$ cat config.mk
export PLATFORM = sky130hd
export DESIGN_NAME = daq_event_packer
export DESIGN_NICKNAME = d
export VERILOG_FILES = /design/src/rtl/daq_event_packer.sv
export SDC_FILE = /design/constraint.sdc
export NUM_CORES = 1
export LEC_CHECK = 0
export ABC_AREA = 1
export CORE_MARGIN = 2
export CORE_UTILIZATION = 54
export DETAILED_ROUTE_END_ITERATION = 8
export PLACE_DENSITY_LB_ADDON = 0.15
export SLEW_MARGIN = 5
export SYNTH_ARGS = -nofsm -noshare
export SYNTH_HDL_FRONTEND = slang
export SYNTH_SLANG_ARGS = --single-unit
$ cat constraint.sdc
create_clock -name clk -period 2.24 [get_ports clk]
set_input_delay 0.224 -clock clk [delete_from_list [all_inputs] [get_ports clk]]
set_output_delay 0.224 -clock clk [all_outputs]
set_load 0.02 [all_outputs]
$ cat src/rtl/daq_event_packer.sv
// rtl/daq_event_packer.sv - frames 32-bit stream packets into AMC13 64-bit DAQ events
module daq_event_packer #(
    parameter logic [11:0] SOURCE_ID         = 12'h000,
    parameter logic [3:0]  EVT_TYPE          = 4'h1,
    parameter int          MAX_PAYLOAD_WORDS = 1024
) (
    input  logic        clk,
    input  logic        rst_n,
    input  logic        s_axis_tvalid,
    output logic        s_axis_tready,
    input  logic [31:0] s_axis_tdata,
    input  logic        s_axis_tlast,
    output logic        daq_valid,
    output logic        daq_header,
    output logic        daq_trailer,
    output logic [63:0] daq_data,
    input  logic        daq_almost_full,
    input  logic        daq_ready,
    output logic [23:0] event_count,
    output logic [15:0] trunc_count,
    output logic        busy
);

    localparam int            CW       = $clog2(MAX_PAYLOAD_WORDS + 1);
    localparam logic [CW-1:0] LAST_IDX = CW'(MAX_PAYLOAD_WORDS - 1);

    typedef enum logic [1:0] {
        IDLE    = 2'd0,
        PAYLOAD = 2'd1,
        DRAIN   = 2'd2,
        TRAILER = 2'd3
    } state_t;

    state_t        state;
    state_t        state_nxt;
    logic          link_ok;
    logic          tready_c;
    logic          accept;
    logic          emit_hdr;
    logic          emit_trl;
    logic          payload_accept;
    logic          at_last_slot;
    logic [CW-1:0] word_cnt;
    logic [31:0]   hold_lo;
    logic          trunc_flag;
    logic [23:0]   lv1_id;
    logic [23:0]   trl_len;
    logic [63:0]   header_word;
    logic [63:0]   trailer_word;

    assign link_ok      = daq_ready & ~daq_almost_full;
    assign at_last_slot = (word_cnt == LAST_IDX);

    always_ff @(posedge clk or negedge rst_n) begin
        if (!rst_n) begin
            state <= IDLE;
        end else begin
            state <= state_nxt;
        end
    end

    always_comb begin
        state_nxt = state;
        case (state)
            IDLE: begin
                if (s_axis_tvalid && link_ok) begin
                    state_nxt = PAYLOAD;
                end
            end
            PAYLOAD: begin
                if (accept) begin
                    if (s_axis_tlast) begin
                        state_nxt = TRAILER;
                    end else if (at_last_slot) begin
                        state_nxt = DRAIN;
                    end
                end
            end
            DRAIN: begin
                if (accept && s_axis_tlast) begin
                    state_nxt = TRAILER;
                end
            end
            TRAILER: begin
                if (link_ok) begin
                    state_nxt = IDLE;
                end
            end
            default: state_nxt = IDLE;
        endcase
    end

    // Drain keeps tready high even when the link is stalled: nothing is emitted there.
    always_comb begin
        tready_c = 1'b0;
        emit_hdr = 1'b0;
        emit_trl = 1'b0;
        case (state)
            IDLE:    emit_hdr = s_axis_tvalid & link_ok;
            PAYLOAD: tready_c = link_ok;
            DRAIN:   tready_c = 1'b1;
            TRAILER: emit_trl = link_ok;
            default: ;
        endcase
    end

    assign s_axis_tready  = tready_c;
    assign accept         = s_axis_tvalid & tready_c;
    assign payload_accept = accept & (state == PAYLOAD);
    assign busy           = (state != IDLE);

    // word_cnt is capped at MAX_PAYLOAD_WORDS because drained words are not counted.
    assign trl_len      = 24'd2 + ((24'(word_cnt) + 24'd1) >> 1);
    assign header_word  = {4'h5, EVT_TYPE, lv1_id, 12'h000, SOURCE_ID, 8'h00};
    assign trailer_word = {4'hA, 4'h0, trl_len, 16'h0000, 7'h00, trunc_flag, lv1_id[7:0]};

    always_ff @(posedge clk or negedge rst_n) begin
        if (!rst_n) begin
            daq_valid   <= 1'b0;
            daq_header  <= 1'b0;
            daq_trailer <= 1'b0;
            daq_data    <= 64'h0;
            event_count <= 24'h0;
            trunc_count <= 16'h0;
            lv1_id      <= 24'h1;
            word_cnt    <= '0;
            hold_lo     <= 32'h0;
            trunc_flag  <= 1'b0;
        end else begin
            daq_valid   <= 1'b0;
            daq_header  <= 1'b0;
            daq_trailer <= 1'b0;

            if (emit_hdr) begin
                daq_valid  <= 1'b1;
                daq_header <= 1'b1;
                daq_data   <= header_word;
                word_cnt   <= '0;
                trunc_flag <= 1'b0;
            end

            if (payload_accept) begin
                word_cnt <= word_cnt + 1'b1;
                if (!word_cnt[0]) begin
                    if (s_axis_tlast) begin
                        daq_valid <= 1'b1;
                        daq_data  <= {32'h0, s_axis_tdata};
                    end else begin
                        hold_lo <= s_axis_tdata;
                    end
                end else begin
                    daq_valid <= 1'b1;
                    daq_data  <= {s_axis_tdata, hold_lo};
                end
                if (!s_axis_tlast && at_last_slot) begin
                    trunc_flag <= 1'b1;
                end
            end

            if (emit_trl) begin
                daq_valid   <= 1'b1;
                daq_trailer <= 1'b1;
                daq_data    <= trailer_word;
                event_count <= lv1_id;
                lv1_id      <= lv1_id + 24'h1;
                if (trunc_flag && (trunc_count != 16'hFFFF)) begin
                    trunc_count <= trunc_count + 16'h1;
                end
            end
        end
    end

endmodule

---- Yosys cells after proc, flatten, opt, wreduce, memory -nomap -nowiden ----
Cells that the tools add are included.
word-level totals
  latch bits .............................. 0
  logic and storage cells ................. 70
  output and inout bits ................... 109
  bits in registers ....................... 177
  memories ................................ 0
  memory bits (writable) .................. 0
  bits in read-only memories .............. 0
  input port bits ......................... 38
cells by class
  bitwise gates (word level) .............. 7
  $lt $le $gt $ge ......................... 0
  add/sub/neg operators ................... 5
  shift-type cells ........................ 0
  reduce and logical (&&, ||, !) cells .... 11
  $mul .................................... 0
  mux-type cells .......................... 26
  equal/unequal tests ..................... 10
  divide/modulo/power cells ............... 0
operator list
  kind                                                                count
  64-bit 2-to-1 mux                                                   5
  24-bit by 1-bit adder with 24-bit output (second input constant)    1
  11-bit 2-to-1 mux                                                   2
  16-bit by 1-bit adder with 16-bit output (second input constant)    1
  16-bit inequality test (second input constant)                      1
  11-bit by 1-bit adder with 12-bit output (second input constant)    1
  2-bit by 11-bit adder with 12-bit output (first input constant)     1
  2-bit 2-to-1 mux                                                    6
  11-bit by 1-bit adder with 11-bit output (second input constant)    1
  11-bit by 10-bit == test with 1-bit output (second input constant)  1
  1-bit 2-to-1 mux                                                    11
  2-bit inequality test (second input constant)                       4
  2-bit one-hot mux with 4 select lines                               1
  5-bit AND reduction                                                 1
  1-bit AND                                                           4
  2-bit == test (second input constant)                               2
  1-bit logical AND                                                   4
  2-bit nonzero test                                                  2
  3-bit inequality test (second input constant)                       1
  1-bit NOT                                                           3
  3-bit AND reduction                                                 1
  2-bit by 1-bit == test with 1-bit output (second input constant)    1
  2-bit logical NOT                                                   1
  1-bit one-hot mux with 2 select lines                               1
  other kinds (2)                                                     2

---- Longest topological paths before layout ----
  depth after elaboration ................. 9
  gate-level depth with buffers ........... 13
  mapped depth without buffers ............ 12

---- Worst setup path after synthesis ----
No wires, ideal clock.
  path kind ............................... register to register
  start ................................... register state[0]
  end ..................................... register hold_lo[20]
  setup slack ............................. 0.397 ns
  clock period less this slack ............ 1.843 ns
  stages on the path, launching flop included .. 13
  setup time .............................. 0.132 ns
  arrival ................................. 1.711 ns
  buffers on the path ..................... 1
  data required time ...................... 2.108 ns
  cell sequence ........................... dfrtp_1 -> inv_1 -> ha_1 -> inv_1 -> nor2_2 -> o21ai_1 -> inv_2 -> nand3_4 -> nor2_8 -> inv_2 -> buf_6 -> nand2_1 -> o21ai_1
on the way
  word-level cells in the longest chain between the ends .. 5
  elaborated cells on any way between the ends .. 6
  classes of those cells .................. eq/ne (2); mux (1); bitwise (2); reduce/logical (1)
RTL lines
  element                                                                    RTL line  source
  start: declaration                                                         34        state_t state;
  start signal: assignment                                                   58        state <= state_nxt;
  2-bit == test or 2-bit by 1-bit == test with 1-bit output (tied branches)  98        case (state)
  1-bit one-hot mux with 2 select lines *                                    98
  via s_axis_tready                                                          10        output logic s_axis_tready,
  1-bit AND *                                                                108       assign accept = s_axis_tvalid & tready_c;
  1-bit AND *                                                                109       assign payload_accept = accept & (state == PAYLOAD);
  3-bit AND reduction (no line) *                                            n/a
  end signal: assignment                                                     149       hold_lo <= s_axis_tdata;
  end: declaration                                                           44        logic [31:0] hold_lo;
The timed path passes the listed nets; every way through them passes the cells marked *.
A chain may end at the register's enable or synchronous reset.

---- Worst setup path after layout ----
  start ................................... register state[0]
  end ..................................... output busy
on the way
  word-level cells in the longest chain between the ends .. 1
RTL lines
  element             RTL line  source
  2-bit nonzero test  110       assign busy = (state != IDLE);
  end: declaration    21        output logic busy
No other way between the ends.

==> impl_metrics.tcl <==
set metrics [dict create \
    drt-met1-wl_um 10900 \
    dr_wl_met2_um 11300 \
    setup_slack_ps 149 \
    port_buffers 146 \
    cts-buffers-inserted 17 \
    diodes 0 \
    synth.mux.area_fraction_pct 0 \
    avgSynthCellArea_um2 7.78 \
    fin_area_um2 11400 \
    clock_latency_ps 440 \
    yosys.area_share.simple_pct 28.8 \
    cts_tree "yes" \
    maxCapViolCount 0 \
    fmax_ghz 0.478 \
    synth-xor-area-share_pct 3.60 \
    end_kind "output port" \
    power.leakage_nw 5.55 \
    power_density_nw_per_um2 1150 \
    fin_util_pct 69.4 \
    drt-wirelength-per-cell_um 15.9 \
    hp-class "in -> async" \
    final_cells 1529 \
    dpl.hpwl_um 16800 \
    totalNegativeSetupSlack_ps 0 \
    worst_pin_slew_ps 418 \
    synth_compound_area_share_pct 10.4 \
    initial_core_util_pct 54.8 \
    met3_length_um 1630 \
    outcome "completed" \
    drv_slew 0 \
    syn_to_final_growth_pct 26.7 \
    io_pins 147 \
    ir_drop_mv 0.644 \
    crit_fanout 6 \
    routed_via_density 5.48 \
    synth_top_family_by_area "simple AND/OR/NAND/NOR gates" \
    critPathLaunchType "flip-flop" \
    layout-drive-gt1-share_pct 6.80 \
    dp_cells 1494 \
    hold_viol_final 0 \
    syn_area_um2 8990 \
    worstSetupStartpoint "state[0]$_DFFE_PN0P_" \
    coreArea_um2 16400 \
    antenna_found_initial 0 \
    dpl_cell_area_um2 10700 \
    grt_max_degree 82 \
    crit_type "reg -> out" \
    fin_crit_ps 2090 \
    period_share_pct 93.3 \
    htreeDepth 4 \
    power_mw 13.1 \
    grt_pass1_wl_um 40200 \
    die_width_um 133 \
    grt_util_all_layers_pct 28.6 \
    row_count 47 \
    clkTransAtPathRegs_ps 70 \
    required_ps 2020 \
    first_pass_iters 6 \
    wl_um 24300 \
    yosys_warnings 0 \
    cts_sinks 177 \
    drt_iter0_drc 800 \
    vias 8381 \
    dp_slack_ps 167 \
    syn_nets 1202 \
    rr_startpoint "lv1_id[0]$_DFFE_PN1P_" \
    top_layer_used "met4" \
    layout_commonest_cell "nand2_1" \
    max-slew-margin-rel_pct 72.1 \
    whs_ps 260 \
    yosysUniqueCellTypes 40 \
    gr-total-overflow 0 \
    syn_inst 1156 \
    drc_errors 0 \
    synth_fa_ha_area_share_pct 1.11 \
    clock_path_buffers 2 \
    ctsRootBufferMaster "clkbuf_16" \
    ys_ff_latch 177 \
    synth-seq-area-share_pct 49.3 \
    grt_pass1_vias 7862 \
    setup_viol 0 \
    die_h_um 133 \
    gp_congestion 0.937 \
    finalClockSkew_ps 10.4 \
    dieArea_um2 17700 \
    rsz0062_at_grt "no" \
    fill_cells 1333 \
    final_cell_mix "nand2_1 (433), dfrtp_1 (176), clkdlybuf4s50_1 (144)" \
    critical_path_arrival_ps 1870 \
    final_nets 1342 \
    antenna_left 0 \
]
kinds of logic after synthesis:
| logic type | Yosys count |
|---|---|
| flops | 177 |
| compound gates | 175 |
| simple gates | 621 |
| fa+ha+maj | 8 |
| xor+xnor | 37 |
| buf+inv | 138 |
routing by layer:
metal  vias up  GRT usage [%]
li1       4015              -
met5         -              0
met3        38           5.40
met4         0           9.20
met2       345           44.8
met1      3983           40.6
state kept, by name, summed over array words and instances, names as in the netlist:
register	count
word_cnt	11
daq_header	1
daq_data	64
lv1_id	24
daq_valid	1
state	2
hold_lo	32
trunc_flag	1
trunc_count	16
event_count	24
daq_trailer	1
final timing paths:
path	to	slack, ps	cells past startpoint
worst max-delay path	busy	150	4
worst min-delay path	trunc_count[8]$_DFFE_PN0P_	260	2
worst max register to register	lv1_id[20]$_DFFE_PN0P_	200	8
worst min register to register	event_count[5]$_DFFE_PN0P_	470	2
max in group asynchronous	lv1_id[0]$_DFFE_PN1P_	1250	3
min in group clk	hold_lo[31]$_DFFE_PN0P_	400	3
cells in the mapped netlist, drive strengths merged:
| cell type | count | share of area, % |
|---|---|---|
| nor4 | 2 | 0.14 |
| a21oi | 8 | 0.45 |
| o211ai | 8 | 0.78 |
| o221ai | 3 | 0.29 |
| nor2 | 71 | 3.5 |
| and3 | 1 | 0.070 |
| xnor2 | 6 | 0.58 |
| a31oi | 2 | 0.14 |
| nor3 | 14 | 0.89 |
| dfrtp | 176 | 49 |
| xor2 | 31 | 3.0 |
| o22ai | 7 | 0.49 |
| o21ai | 144 | 8.0 |
| buf | 37 | 2.5 |
| clkinv | 2 | 0.097 |
| ha | 8 | 1.1 |
| nand3b | 1 | 0.084 |
| nand3 | 80 | 4.7 |
| dfstp | 1 | 0.29 |
| and2 | 1 | 0.070 |
| nand4 | 16 | 1.1 |
| nand2 | 435 | 18 |
| clkbuf | 18 | 0.75 |
| o31ai | 1 | 0.084 |
| a22o | 2 | 0.19 |
| inv | 81 | 3.4 |
critical path, cell delays in order, from the launching register on:
cell and delay, ps:
dfrtp_1 420, inv_1 90, ha_1 240, inv_1 80, clkdlybuf4s50_1 600
what timing repair did:
action                                 4_1_cts  5_1_grt
setup endpoints to repair                    1        4
resized for setup                            1        2
buffers inserted                             0        2
pin swaps                                    0        1
hold buffers                                 1        0
endpoints found under the hold margin       39        0
cell type report:
type                            count  area [um2]  area share [%]
Clock inverter                     12         204            1.79
Tap cell                          220         275            2.42
Timing Repair Buffer              176        1750            15.4
Inverter                           83         313            2.75
Sequential cell                   177        4430            38.9
Clock buffer                       20         457            4.01
Multi-Input combinational cell    841        3960            34.8
report_power, final:
part           switching [mW]  internal [mW]
Sequential              0.670           4.11
Combinational            2.88           2.12
Clock                    1.28           2.05
Total                    4.83           8.27
Note: power is estimated with default switching activity, not from simulation.
